`src/rtl/dqn_fp_pkg.sv`:
```
// Shared fp32 helpers for the DQN datapath: field positions, common
// constants and NaN/zero classification.
package dqn_fp_pkg;

    localparam int FP32_SIGN_BIT = 31;
    localparam int FP32_EXP_MSB  = 30;
    localparam int FP32_EXP_LSB  = 23;
    localparam int FP32_MAN_MSB  = 22;
    localparam int FP32_MAN_LSB  = 0;

    localparam logic [31:0] FP32_ONE  = 32'h3F80_0000;
    localparam logic [31:0] FP32_ZERO = 32'h0000_0000;

    // NaN: exponent all ones with a non-zero mantissa
    function automatic logic is_nan(input logic [31:0] x);
        return (&x[FP32_EXP_MSB:FP32_EXP_LSB]) && (|x[FP32_MAN_MSB:FP32_MAN_LSB]);
    endfunction

    // +0 or -0
    function automatic logic is_zero(input logic [31:0] x);
        return ~|x[FP32_EXP_MSB:0];
    endfunction

endpackage

```
`src/rtl/fp32_compare_gt.sv`:
```
// Combinational fp32 strict greater-than on sign-magnitude ordering.
// NaN a is never greater; any non-NaN a beats a NaN b; +0 == -0.
module fp32_compare_gt
    import dqn_fp_pkg::*;
(
    input  logic [31:0] a,
    input  logic [31:0] b,
    output logic        a_gt_b
);

    logic [30:0] mag_a;
    logic [30:0] mag_b;

    assign mag_a = a[FP32_EXP_MSB:0];
    assign mag_b = b[FP32_EXP_MSB:0];

    // Ordering: NaN rules first, then zero equality, then sign/magnitude
    always_comb begin
        a_gt_b = 1'b0;
        if (is_nan(a)) begin
            a_gt_b = 1'b0;
        end else if (is_nan(b)) begin
            a_gt_b = 1'b1;
        end else if (is_zero(a) && is_zero(b)) begin
            a_gt_b = 1'b0;
        end else begin
            case ({a[FP32_SIGN_BIT], b[FP32_SIGN_BIT]})
                2'b00:   a_gt_b = (mag_a > mag_b);
                2'b01:   a_gt_b = 1'b1;
                2'b10:   a_gt_b = 1'b0;
                default: a_gt_b = (mag_a < mag_b);
            endcase
        end
    end

endmodule

```
`src/rtl/q_argmax_select.sv`:
```
// Streaming argmax over a frame of NUM_ACTIONS fp32 Q-values. The winner is
// registered in the same cycle the last element arrives, so o_valid pulses
// one cycle later and the next frame may start without a gap.
module q_argmax_select
    import dqn_fp_pkg::*;
#(
    parameter int DATA_WIDTH   = 32,
    parameter int ACTION_WIDTH = 2,
    parameter int NUM_ACTIONS  = 3
) (
    input  logic                    clk,
    input  logic                    rst_n,
    input  logic                    i_valid,
    input  logic [DATA_WIDTH-1:0]   i_q_value,
    input  logic                    i_clear,
    output logic [ACTION_WIDTH-1:0] o_action,
    output logic [DATA_WIDTH-1:0]   o_max_q,
    output logic                    o_valid,
    output logic                    o_busy
);

    localparam logic [ACTION_WIDTH-1:0] LAST_IDX = ACTION_WIDTH'(NUM_ACTIONS - 1);
    localparam logic [ACTION_WIDTH-1:0] IDX_ONE  = ACTION_WIDTH'(1);

    logic [ACTION_WIDTH-1:0] count;
    logic [DATA_WIDTH-1:0]   best;
    logic [ACTION_WIDTH-1:0] best_idx;

    logic                    in_gt_best;
    logic                    take_new;
    logic [DATA_WIDTH-1:0]   win_q;
    logic [ACTION_WIDTH-1:0] win_idx;

    fp32_compare_gt u_cmp (
        .a      (i_q_value),
        .b      (best),
        .a_gt_b (in_gt_best)
    );

    // Element 0 always seeds the running best; later elements must strictly win
    always_comb begin
        take_new = (count == '0) || in_gt_best;
        win_q    = take_new ? i_q_value : best;
        win_idx  = take_new ? count : best_idx;
    end

    // Frame accumulation, completion and clear handling
    always_ff @(posedge clk or negedge rst_n) begin
        if (!rst_n) begin
            count    <= '0;
            best     <= '0;
            best_idx <= '0;
            o_action <= '0;
            o_max_q  <= '0;
            o_valid  <= 1'b0;
            o_busy   <= 1'b0;
        end else begin
            o_valid <= 1'b0;
            if (i_clear) begin
                count  <= '0;
                o_busy <= 1'b0;
            end else if (i_valid) begin
                best     <= win_q;
                best_idx <= win_idx;
                if (count == LAST_IDX) begin
                    count    <= '0;
                    o_busy   <= 1'b0;
                    o_valid  <= 1'b1;
                    o_action <= win_idx;
                    o_max_q  <= win_q;
                end else begin
                    count  <= count + IDX_ONE;
                    o_busy <= 1'b1;
                end
            end
        end
    end

endmodule

```
`config.mk`:
```
export PLATFORM = sky130hd
export DESIGN_NAME = q_argmax_select
export DESIGN_NICKNAME = d
export VERILOG_FILES = /design/src/rtl/dqn_fp_pkg.sv /design/src/rtl/fp32_compare_gt.sv /design/src/rtl/q_argmax_select.sv
export SDC_FILE = /design/constraint.sdc
export NUM_CORES = 1
export LEC_CHECK = 0
export BUFFER_PORTS_ARGS = -buffer_cell sky130_fd_sc_hd__buf_4
export CORE_MARGIN = 1
export CORE_UTILIZATION = 30
export DETAILED_ROUTE_END_ITERATION = 10
export HOLD_SLACK_MARGIN = 0.06
export MAX_ROUTING_LAYER = met4
export PLACE_DENSITY = 0.48
export SETUP_SLACK_MARGIN = 0.4
export SYNTH_ARGS = -nofsm -noshare
export SYNTH_HDL_FRONTEND = slang
export SYNTH_SLANG_ARGS = --single-unit
```
`constraint.sdc`:
```
create_clock -name clk -period 3.8 [get_ports clk]
set_clock_uncertainty 0.15 [all_clocks]
set_input_delay 0.38 -clock clk [delete_from_list [all_inputs] [get_ports clk]]
set_output_delay 0.38 -clock clk [all_outputs]
set_load 0.02 [all_outputs]
```
# == Yosys cells after proc, flatten, opt, wreduce, memory -nomap -nowiden ==
# Index checks and enable logic that the tools add are counted.
# word_totals
ff_bits,72
out_inout_bits,36
wordCells,46
# op_classes
n_addsub,1
bitwise_logic,1
n_lt_le_gt_ge,2
n_eq_ne,3
n_reduce_logical,17
n_mux,15
# op_table
op,count
OR reduction 31 bit,2
OR reduction 23 bit,2
two-way mux 32 bit,1
greater-than comparator 31 bit,1
< comparator 31 bit,1
AND reduction 8 bit,2
two-way mux 1 bit,9
two-way mux 2 bit,4
== test 2 bit (second input constant),2
logical NOT 2 bit,2
logical AND 1 bit,3
one-hot mux 1 bit (3 select lines),1
AND reduction 3 bit,1
adder 2 x 1 -> 2 bit (second input constant),1
== test 2 x 1 -> 1 bit (second input constant),1
logical NOT 1 bit,2
AND reduction 2 bit,1
nonzero test 2 bit,1
logical OR 1 bit,1
inverter 1 bit,1

# == Logic depth before layout (Yosys ltp) ==
# depth
ltp_word,8
ltp_mapped,11
depth_no_buf,10

# == Cells and area by module ==
# Synthesis repeated with hierarchy kept, for this count alone.
# unflattened
cells_unflattened,422
area_unflattened_um2,4160.2
# by_module_without_submodules
mod,area_each_um2,cells_per_inst,seq_area_each_um2,instances
q_argmax_select,3159.3,278,1801.7,1
fp32_compare_gt,1001.0,144,0.0,1

# == Least setup slack after synthesis ==
# Ideal clock, no wire load.
# synth_path
path_kind,reg2reg
from,register best[29]
to,register best[10]
n_path_buf,1
t_arrival_ns,2.486
setup_slack_ns,1.039
setup_ns,0.125
period_less_slack_ns,2.761
stages_incl_launch_ff,12
path_cell_list,dfrtp_1 > inv_1 > ha_1 > a21oi_1 > nand2_1 > a221oi_1 > o21ai_0 > o21ba_2 > o21a_1 > o21ai_4 > buf_6 > mux2_4
# synth_via
elab_chain_len,8
elab_cells_between_ends,13
cone_classes,order compare: 2; mux: 5; reduce/logical: 6
# synth_lines
item,line_no,rtl
start: declaration,q_argmax_select.sv:26,logic [DATA_WIDTH-1:0] best;
start signal: assignment,q_argmax_select.sv:63,best <= win_q;
branches (longest 4 deep; another with < comparator 31 bit),n/a,
two-way mux 1 bit (*),fp32_compare_gt.sv:22,end else if (is_nan(b)) begin
two-way mux 1 bit (*),fp32_compare_gt.sv:20,if (is_nan(a)) begin
logical OR 1 bit (*),q_argmax_select.sv:42,take_new = (count == '0) || in_gt_best;
two-way mux 32 bit (*),q_argmax_select.sv:43,win_q = take_new ? i_q_value : best;
# Every way passes the cells marked *.
# A chain may end at the register's enable or synchronous reset.

# == Worst setup path after layout ==
# layout_path
from,register best[29]
to,register best[0]
# Same word-level chain as after synthesis.

==> impl_results.html <==
<table>
<tr><th>Metric</th><th>Value</th></tr>
<tr><th colspan="2">Timing</th></tr>
<tr><td>Number of setup violations in the final report</td><td>0</td></tr>
<tr><td>Final worst-path cycle share</td><td>0.836</td></tr>
<tr><td>Setup total negative slack</td><td>0 ns</td></tr>
<tr><td>Final critical-path setup slack</td><td>slightly above 0.6 ns</td></tr>
<tr><td>Achievable Freq</td><td>around 0.31 GHz</td></tr>
<tr><td>Time the final worst path needs with I/O delays and setup</td><td>about 3.2 ns</td></tr>
<tr><td>Worst slew margin relative to its limit</td><td>0.361</td></tr>
<tr><td>Pin slew with the least headroom to its limit</td><td>about 0.96 ns</td></tr>
<tr><td>Max-slew violations</td><td>0</td></tr>
<tr><td>RSZ-0062 raised after global routing</td><td>no</td></tr>
<tr><td>Final hold violations</td><td>0</td></tr>
<tr><th colspan="2">Yosys</th></tr>
<tr><td>Count of cell types in the netlist</td><td>37</td></tr>
<tr><td>Number of flops mapped to enable cells by yosys</td><td>0</td></tr>
<tr><td>Arithmetic-cell share of the synthesized area counting full adders, half adders and majority gates</td><td>0.0927</td></tr>
<tr><td>Leading area contributor after synthesis</td><td>dfrtp_1</td></tr>
<tr><td>Complex-gate fraction of the synthesized area</td><td>0.183</td></tr>
<tr><td>Share of flip-flops with an asynchronous set or reset after synthesis</td><td>1.00</td></tr>
<tr><td>Syn Nets</td><td>a little under 500</td></tr>
<tr><td>Largest family of logic cells by synthesized area</td><td>compound AO/OA/AOI/OAI gates</td></tr>
<tr><td>Ys flop type</td><td>dfrtp_1</td></tr>
<tr><td>Top cells by area, synth</td><td>dfrtp_1 (43%), mux2_4 (11%), ha_1 (9.3%)</td></tr>
<tr><td>Synthesized netlist cell count</td><td>about 430</td></tr>
<tr><td>Share of the yosys chip area belonging to registers</td><td>0.430</td></tr>
<tr><td>Number of synthesis warnings</td><td>0</td></tr>
<tr><td>Proportion of netlist area held by the largest area contributor</td><td>0.430</td></tr>
<tr><td>List of most frequent post-synthesis cells</td><td>dfrtp_1 (72), a21oi_1 (46), nor2_1 (41)</td></tr>
<tr><td>Flop and latch count out of synthesis</td><td>about 70</td></tr>
<tr><td>Cell with the most instances after synthesis</td><td>dfrtp_1</td></tr>
<tr><td>Cell area after synthesis</td><td>0.00419 mm^2</td></tr>
<tr><td>Simple-gate share of the synthesized area</td><td>0.120</td></tr>
<tr><td>Synthesized area divided by synthesized cell count</td><td>between 9 and 10 um^2</td></tr>
<tr><td>Area share of xor/xnor cells in the synthesized design</td><td>0</td></tr>
<tr><td>Fraction of synthesized area in multiplexers</td><td>0.113</td></tr>
<tr><th colspan="2">Detailed routing</th></tr>
<tr><td>Drt initial violations</td><td>134</td></tr>
<tr><td>DRT antenna net count</td><td>0</td></tr>
<tr><td>Vias</td><td>3,540</td></tr>
<tr><td>Post-detailed-routing wire length</td><td>approximately 12 mm</td></tr>
<tr><td>Number of vias per cell</td><td>about 5.2</td></tr>
<tr><td>WL/cell</td><td>between 15 and 20 um</td></tr>
<tr><td>Remaining DRCs</td><td>0</td></tr>
<tr><td>Number of iterations in the first detailed-routing pass</td><td>4</td></tr>
<tr><th colspan="2">Global route</th></tr>
<tr><td>Total track usage</td><td>0.184</td></tr>
<tr><td>Initial antenna violation count</td><td>0</td></tr>
<tr><td>Met1 usage</td><td>0.247</td></tr>
<tr><td>Most heavily used metal layer in global routing</td><td>met2</td></tr>
<tr><td>Largest net degree at the start of global routing</td><td>73</td></tr>
<tr><td>Total congestion overflow</td><td>0</td></tr>
<tr><td>Global routing met2 resource utilization</td><td>0.269</td></tr>
<tr><td>Wire length of the first global-routing pass</td><td>around 20 mm</td></tr>
<tr><td>Number of global-route vias before repair</td><td>between 3k and 4k</td></tr>
<tr><td>M3 GR Usage</td><td>0.0475</td></tr>
<tr><th colspan="2">Placed design</th></tr>
<tr><td>Buffers added on ports</td><td>slightly above 70</td></tr>
<tr><td>Number of placed cells counting well taps</td><td>between 600 and 700</td></tr>
<tr><td>Placer Congestion</td><td>between 0.8 and 0.9</td></tr>
<tr><td>Pre-CTS setup slack</td><td>0.515 ns</td></tr>
<tr><td>DP Wirelength</td><td>8.21 mm</td></tr>
<tr><th colspan="2">Finish</th></tr>
<tr><td>Final standard cell count with taps included and fillers excluded</td><td>about 700</td></tr>
<tr><td>Fraction of final layout cells sized beyond drive strength 1</td><td>0.264</td></tr>
<tr><td>N_diodes</td><td>0</td></tr>
<tr><td>Filler instances</td><td>between 1k and 1.5k</td></tr>
<tr><td>Fraction of the core area covered by cells at the end of the flow</td><td>0.392</td></tr>
<tr><td>Seq. cell area</td><td>around 0.0018 mm^2</td></tr>
<tr><td>Number of nets in the final layout</td><td>between 500 and 600</td></tr>
<tr><td>Area growth from synthesis to final layout</td><td>25.4%</td></tr>
<tr><td>Multi-input gate area</td><td>roughly 0.0021 mm^2</td></tr>
<tr><th colspan="2">Critical path</th></tr>
<tr><td>Crit path DAT</td><td>between 3 and 4 ns</td></tr>
<tr><td>Crit path cell chain</td><td>inv_1 &gt; ha_1 &gt; nand4_1 &gt; nor4_1 &gt; a21boi_0 &gt; nor3_1 &gt; o21a_1 &gt; o21ai_4 &gt; buf_6 &gt; mux2_2</td></tr>
<tr><td>Critical register-to-register path endpoint</td><td>best[0]</td></tr>
<tr><td>Crit path buf inv count</td><td>2</td></tr>
<tr><td>Critical-path maximum fanout</td><td>21</td></tr>
<tr><td>Worst Reg-to-Reg Cells</td><td>10</td></tr>
<tr><td>Slowest stage delay, CP</td><td>0.47 ns</td></tr>
<tr><td>Worst reg2reg path startpoint</td><td>best[29]</td></tr>
<tr><td>Critical path data required time</td><td>3.88 ns</td></tr>
<tr><td>Kind of cell adding the most delay to the critical path</td><td>simple AND/OR/NAND/NOR gates</td></tr>
<tr><td>Kind of end point of the critical path</td><td>register</td></tr>
<tr><td>Kind of critical path</td><td>reg -&gt; reg</td></tr>
<tr><td>Reg-to-reg setup timing slack</td><td>0.62 ns</td></tr>
<tr><td>Sort of element at the start of the critical path</td><td>register</td></tr>
<tr><td>Cell at the slowest stage of the critical path</td><td>nor4_1</td></tr>
<tr><th colspan="2">CTS</th></tr>
<tr><td>Clock-pin slew on the worst setup and hold paths</td><td>roughly 0.06 ns</td></tr>
<tr><td>Number of buffers inserted during clock tree synthesis</td><td>9</td></tr>
<tr><td>Clock sink total</td><td>72</td></tr>
<tr><td>Cell at the root of the clock tree</td><td>clkbuf_16</td></tr>
<tr><td>TritonCTS clock tree</td><td>built</td></tr>
<tr><td>Bufs on Longest Clock Path</td><td>2</td></tr>
<tr><td>Max H-tree Level</td><td>3</td></tr>
<tr><td>Worst-skew pair later-pin latency</td><td>0.34 ns</td></tr>
<tr><th colspan="2">Die</th></tr>
<tr><td>Die width</td><td>around 120 um</td></tr>
<tr><td>Die Y</td><td>120 um</td></tr>
<tr><td>Die ar.</td><td>between 0.01 and 0.015 mm^2</td></tr>
<tr><td>Std-Cell Rows</td><td>42</td></tr>
<tr><td>Core region area</td><td>around 0.013 mm^2</td></tr>
<tr><td>I/O pin count</td><td>about 70</td></tr>
<tr><td>Initial cell density of the core</td><td>0.312</td></tr>
<tr><th colspan="2">Pwr</th></tr>
<tr><td>Cell Pwr Density</td><td>approximately 600 mW/mm^2</td></tr>
<tr><td>Static power due to leakage</td><td>approximately 2.5 nW</td></tr>
<tr><td>Peak supply drop</td><td>0.000329 V</td></tr>
<tr><td>Final Total Pwr</td><td>~3.2 mW</td></tr>
<tr><th colspan="2">Min path</th></tr>
<tr><td>Worst hold-check path type</td><td>in -&gt; async</td></tr>
<tr><th colspan="2">Flow run</th></tr>
<tr><td>Max-cap violation count</td><td>0</td></tr>
<tr><th colspan="2">Outcome</th></tr>
<tr><td>Run status</td><td>completed</td></tr>
</table>
==> registers in the layout (all words and copies together), names as in the netlist <==
signal	count
o_valid	1
o_action	2
count	2
o_busy	1
best	32
o_max_q	32
best_idx	2
==> final cells by class <==
cell class,instances,area share
flip-flops and latches,72,0.343
repair buffers,82,0.119
clock inverters,5,0.0153
well taps,176,0.0420
inverters,37,0.0265
clock buffers,11,0.0463
multi-input cells,297,0.408
==> through the flow <==
step	area [um^2]	hold slack, ns
floorplan	4190	-0.0656
global placement	4910	0.343
detailed placement	4910	0.348
CTS	5240	0.0771
global route	5250	0.113
finish	5250	0.0360
==> metal layers <==
layer  wire length [um]  vias to the layer above  part of all wire
met1               5800                     1725              0.49
met3                513                       17             0.044
met5                  0                        -                 0
li1                   -                     1715                 -
met2               5290                       83              0.45
met4                185                        0             0.016
==> where the power goes <==
part	internal, mW	switching [mW]
sequential	0.990	0.183
combinational	0.518	0.618
clock	0.591	0.328
==> layout by cell type, fill, tap and decap left out, types with 2 or more instances in the layout <==
master      instances
buf_4              80
dfrtp_1            72
a21oi_1            46
nor2_1             41
o21ai_0            38
inv_1              37
a31oi_1            31
ha_1               31
mux2_4             30
nor4_1             16
nand4_1            14
nand2_1            11
clkbuf_16           9
nor3_1              7
nand3_1             4
and4_1              3
a221oi_1            3
a211oi_1            2
o21ai_4             2
a311oi_1            2
mux2_2              2
clkinvlp_4          2
bufinv_16           2
==> how the worst max path moves through the flow <==
stage,start,depth (start not counted),end,slack [ns]
final,best[29],10,best[0],0.62
after global placement,i_q_value[29],10,best[0],0.52
after floorplan,best[29],11,best[10],1.04
after detailed placement,i_q_value[29],10,best[0],0.52
after global routing,best[29],10,best[1],0.43
after CTS,best[29],10,best[1],0.54
==> cells by family (layout without fill, tap and decap cells) <==
logic type      Yosys count  in the layout
simple gates            102            102
buf+inv                  60            135
flops                    72             72
fa+ha+maj                31             31
mux                      32             32
compound gates          132            132
==> timing repair <==
action                                  4_1_cts  5_1_grt
endpoints found under the setup margin        0       21
buffers inserted                              0        0
endpoints found under the hold margin         2        0
resized for setup                             0        1
hold buffers                                  1        0
Power figures use the tool's default switching activity.
